$ cat src/rtl/cla_pkg.sv
// Shared types for the carry-lookahead adder propagate/generate front end.
package cla_pkg;

    localparam int unsigned PG_WIDTH = 8;
    localparam int unsigned PG_TAG_W = 8;

    typedef struct packed {
        logic [PG_WIDTH-1:0] p;
        logic [PG_WIDTH-1:0] g;
        logic                cin;
        logic [PG_TAG_W-1:0] tag;
    } pg_beat_t;

    typedef enum logic [1:0] {
        StEmpty = 2'd0,
        StOne   = 2'd1,
        StFull  = 2'd2
    } skid_state_t;

endpackage

$ cat src/rtl/cla_skid_buffer.sv
// Two-entry valid/ready skid buffer: a main register driving the outputs plus one
// skid register that absorbs the beat accepted while the consumer stalls.
module cla_skid_buffer
    import cla_pkg::*;
(
    input  logic     clk,
    input  logic     rst_n,
    input  logic     in_valid_i,
    output logic     in_ready_o,
    input  pg_beat_t in_data_i,
    output logic     out_valid_o,
    input  logic     out_ready_i,
    output pg_beat_t out_data_o
);

    skid_state_t state_q;
    pg_beat_t    main_q;
    pg_beat_t    skid_q;
    logic        accept;
    logic        emit;

    assign in_ready_o  = (state_q != StFull);
    assign out_valid_o = (state_q != StEmpty);
    assign out_data_o  = main_q;

    assign accept = in_valid_i & in_ready_o;
    assign emit   = out_valid_o & out_ready_i;

    always_ff @(posedge clk or negedge rst_n) begin
        if (!rst_n) begin
            state_q <= StEmpty;
            main_q  <= '0;
            skid_q  <= '0;
        end else begin
            unique case (state_q)
                StEmpty: begin
                    if (accept) begin
                        main_q  <= in_data_i;
                        state_q <= StOne;
                    end
                end
                StOne: begin
                    if (accept && emit) begin
                        main_q <= in_data_i;
                    end else if (accept) begin
                        skid_q  <= in_data_i;
                        state_q <= StFull;
                    end else if (emit) begin
                        state_q <= StEmpty;
                    end
                end
                StFull: begin
                    // The older beat leaves first; the skid beat moves up behind it.
                    if (emit) begin
                        main_q  <= skid_q;
                        state_q <= StOne;
                    end
                end
                default: state_q <= StEmpty;
            endcase
        end
    end

endmodule

$ cat src/rtl/cla8_pg_stage.sv
// Registered propagate/generate stage of the 8-bit CLA: forms p/g per bit, tags each
// accepted beat and hands it to the carry stage through a skid buffer.
module cla8_pg_stage
    import cla_pkg::*;
#(
    parameter int unsigned WIDTH = PG_WIDTH,
    parameter int unsigned TAG_W = PG_TAG_W
) (
    input  logic             clk,
    input  logic             rst_n,
    input  logic             in_valid,
    output logic             in_ready,
    input  logic [WIDTH-1:0] in_a,
    input  logic [WIDTH-1:0] in_b,
    input  logic             in_cin,
    output logic             out_valid,
    input  logic             out_ready,
    output logic [WIDTH-1:0] out_p,
    output logic [WIDTH-1:0] out_g,
    output logic             out_cin,
    output logic [TAG_W-1:0] out_tag,
    output logic             overflow_err
);

    logic [TAG_W-1:0] tag_q, tag_d;
    logic             stall_q;
    logic [WIDTH-1:0] a_q, b_q;
    logic             err_q, err_d;
    logic             stall;
    logic             accept;
    pg_beat_t         in_beat;
    pg_beat_t         out_beat;

    always_comb begin
        in_beat     = '0;
        in_beat.p   = in_a ^ in_b;
        in_beat.g   = in_a & in_b;
        in_beat.cin = in_cin;
        in_beat.tag = tag_q;
    end

    assign accept = in_valid & in_ready;
    assign stall  = in_valid & ~in_ready;

    always_comb begin
        tag_d = tag_q;
        if (accept) begin
            tag_d = tag_q + TAG_W'(1);
        end
    end

    // Upstream must hold its operands while stalled; a change between two stalled
    // cycles means a beat was silently dropped.
    always_comb begin
        err_d = err_q;
        if (stall && stall_q && ((in_a != a_q) || (in_b != b_q))) begin
            err_d = 1'b1;
        end
    end

    always_ff @(posedge clk or negedge rst_n) begin
        if (!rst_n) begin
            tag_q   <= '0;
            stall_q <= 1'b0;
            a_q     <= '0;
            b_q     <= '0;
            err_q   <= 1'b0;
        end else begin
            tag_q   <= tag_d;
            stall_q <= stall;
            a_q     <= in_a;
            b_q     <= in_b;
            err_q   <= err_d;
        end
    end

    cla_skid_buffer u_skid (
        .clk         (clk),
        .rst_n       (rst_n),
        .in_valid_i  (in_valid),
        .in_ready_o  (in_ready),
        .in_data_i   (in_beat),
        .out_valid_o (out_valid),
        .out_ready_i (out_ready),
        .out_data_o  (out_beat)
    );

    assign out_p        = out_beat.p;
    assign out_g        = out_beat.g;
    assign out_cin      = out_beat.cin;
    assign out_tag      = out_beat.tag;
    assign overflow_err = err_q;

endmodule

$ cat config.mk
export PLATFORM = sky130hd
export DESIGN_NAME = cla8_pg_stage
export DESIGN_NICKNAME = d
export VERILOG_FILES = /design/src/rtl/cla_pkg.sv /design/src/rtl/cla_skid_buffer.sv /design/src/rtl/cla8_pg_stage.sv
export SDC_FILE = /design/constraint.sdc
export NUM_CORES = 1
export LEC_CHECK = 0
export BUFFER_PORTS_ARGS = -buffer_cell sky130_fd_sc_hd__buf_4
export CAP_MARGIN = 25
export CORE_ASPECT_RATIO = 0.7
export CORE_MARGIN = 3
export CORE_UTILIZATION = 30
export DETAILED_ROUTE_END_ITERATION = 12
export PLACE_DENSITY = 0.49
export SYNTH_ARGS = -nofsm -noshare
export SYNTH_HDL_FRONTEND = slang
export SYNTH_SLANG_ARGS = --single-unit
$ cat constraint.sdc
create_clock -name clk -period 3.6 [get_ports clk]
set_input_delay 0.36 -clock clk [delete_from_list [all_inputs] [get_ports clk]]
set_output_delay 0.36 -clock clk [all_outputs]
set_load 0.02 [all_outputs]
==> metrics.txt <==
status complete, no violations; IO Count 49; pin count of the biggest net entering global routing 79; die height 94.44 um; total die area 12500 um^2; vias in the first global route 2185; clk_lat worst skew 0.33 ns; final period utilization 56.25%; CTS buffer count 9; worst-path fanout max 25; Worst Hold Class in2reg; ys async rst share 100.0%; Max-slew headroom 36.29%; syn avg cell area 11.93 um^2; Setup Buffers After CTS 0; commonest non-fill, non-tap cell in the layout dfrtp_1; min cycle time layout 2.025 ns; drt total wl 7216 um; DP Cell Count 464; H-tree depth 3; register bit count reported by yosys 78; I/O Buffers 48; grt total ovfl 0; Area Growth Syn to Fin 26.17%; cts hold-fix bufs 0; GP Congestion 0.7487; vias per inst 4.367; gr usage total 12.35%; Setup Total Neg Slack 0 ns; Finished Layout Cells 482; first-pass GRT wire length 11930 um; number of routed nets with antenna violations 0; Die Wd 132.3 um; Static Leakage 0.001910 uW; share of cells above drive strength 1 29.64%; PwrDens 768.6 nW/um^2; Worst EP arrival 2.24 ns; Layout Nets 359; element type at the critical path end flip-flop; max cap viols 0; diode count 0; most frequent cells in the layout 78 x dfrtp_1, 52 x nand2_1, 49 x buf_4, 28 x nor2_1, 25 x a31oi_1; wire per inst 14.97 um; worst slew pin tran 0.9537 ns; clock buffer depth 2; Starting DRT DRC Count 124; initial antenna violation count 0; Final Max Tran Viols 0; sequential share of the synthesized area 58.23%; Final Setup Violations 0; WP data required 3.81 ns; DRC 0; crit start category flip-flop; pre-CTS WS 1.556 ns; EDFF count, synth 0; post-cts repair resize count 0; f_max 493.8 MHz; Layout fillers 1044; half-perimeter wire length after placement 4793 um; total nets after synthesis 311; Final WS setup 1.575 ns; Fin. Hold Viols 0; worst vdd ir 0.3427 mV; Synth Instances 281; drt pass-1 iters 4; CP Class reg2reg; cell row count 31; Starting Density 31.54%; clock root buffer clkbuf_16; vias post-DR 2105; Sink Count 78; Synth Flop Type dfrtp_1; Syn. warnings 0; unrepaired setup endpoints after global routing false; Worst-path clk slew 0.06 ns; Final Skew 0.004871 ns; CORE AREA 10630 um^2; Netlist cell types 29; CTS tree built; mapped cell area 3352 um^2
## power breakdown
part           internal [uW]  switching (uW)  leakage (uW)  total, uW
Sequential              1130             201      0.000937       1330
Combinational            411             389      0.000795        800
Clock                    765             351      0.000179       1120
Total                   2310             941       0.00191       3250
## cells by family after synthesis
group / count (synthesis) / share of synthesized area, %
buffers and inverters: 15 / 2.762
multiplexers: 26 / 10.97
AO/OA/AOI/OAI: 31 / 5.823
adder cells (fa/ha/maj): 9 / 3.360
AND/OR/NAND/NOR: 99 / 12.84
flip-flops: 78 / 58.23
XOR/XNOR: 23 / 6.010
## routing by layer
layer  global-route usage, %  wire (um)  vias to the layer above
met4                   3.633         72                        0
met2                   16.34       2840                       47
met5                       0          0                        -
li1                        -          -                     1051
met3                   4.739        344                        7
met1                   18.39       3958                     1000
## final cells by class
| class | instances | area (um^2) | area share [%] |
|---|---|---|---|
| well taps | 148 | 185.2 | 4.379 |
| inverters | 1 | 3.754 | 0.08876 |
| repair buffers | 51 | 405.4 | 9.586 |
| multi-input cells | 188 | 1311 | 31.01 |
| clock buffers | 10 | 239.0 | 5.651 |
| flip-flops and latches | 78 | 1952 | 46.15 |
| clock inverters | 6 | 132.6 | 3.136 |
## registers in the layout (all words and copies together), names as in the netlist
signal             cells
a_q                    8
tag_q                  8
u_skid.state_q         2
b_q                    8
overflow_err           1
stall_q                1
u_skid.skid_q         25
u_skid.out_data_o     25
## stage by stage
stage               hold slack, ns  total power (uW)  util, %  area (um^2)
global placement            0.4645              2143    35.94         3820
detailed placement          0.4655              2157    35.94         3820
CTS                         0.1430              3294    39.44         4192
global route                0.1412              3437    39.79         4229
finish                      0.1597              3250    39.79         4229
floorplan                  0.06441              1826        -         3352
## worst max-delay path, stage by stage (launching register included)
cell     delay (ns)
dfrtp_1        0.42
and2b_4        0.29
nor2b_4        0.78
mux2_2         0.41
## final timing paths
check                                        from                    to  slack (ns)  cells after the start
max in group asynchronous                   rst_n     u_skid.skid_q[19]        2.61                      3
worst min-delay path                      in_b[0]                b_q[0]        0.16                      1
worst max register to register  u_skid.state_q[1]     u_skid.skid_q[18]        1.58                      3
worst max-delay path            u_skid.state_q[1]     u_skid.skid_q[18]        1.58                      3
min in group asynchronous                   rst_n  u_skid.out_data_o[3]        0.40                      2
worst min register to register       overflow_err          overflow_err        0.47                      1
## cells in the mapped netlist (2+ instances only)
master    instances  area share (%)
buf_2             5            0.75
mux2_4           20             9.0
nand3_1           2            0.30
nor2_1           28             3.1
dfrtp_1          78              58
nand4_1           4            0.75
nor4_1            4            0.75
xnor2_1           6             1.6
a21oi_1           3            0.45
mux2_2            6             2.0
buf_4             2            0.45
nor2b_1           2            0.37
clkbuf_1          4            0.45
nand2_1          52             5.8
xor2_1           17             4.4
a31oi_1          25             4.7
ha_1              9             3.4
buf_6             3             1.0
(Power assumes the default switching activity.)
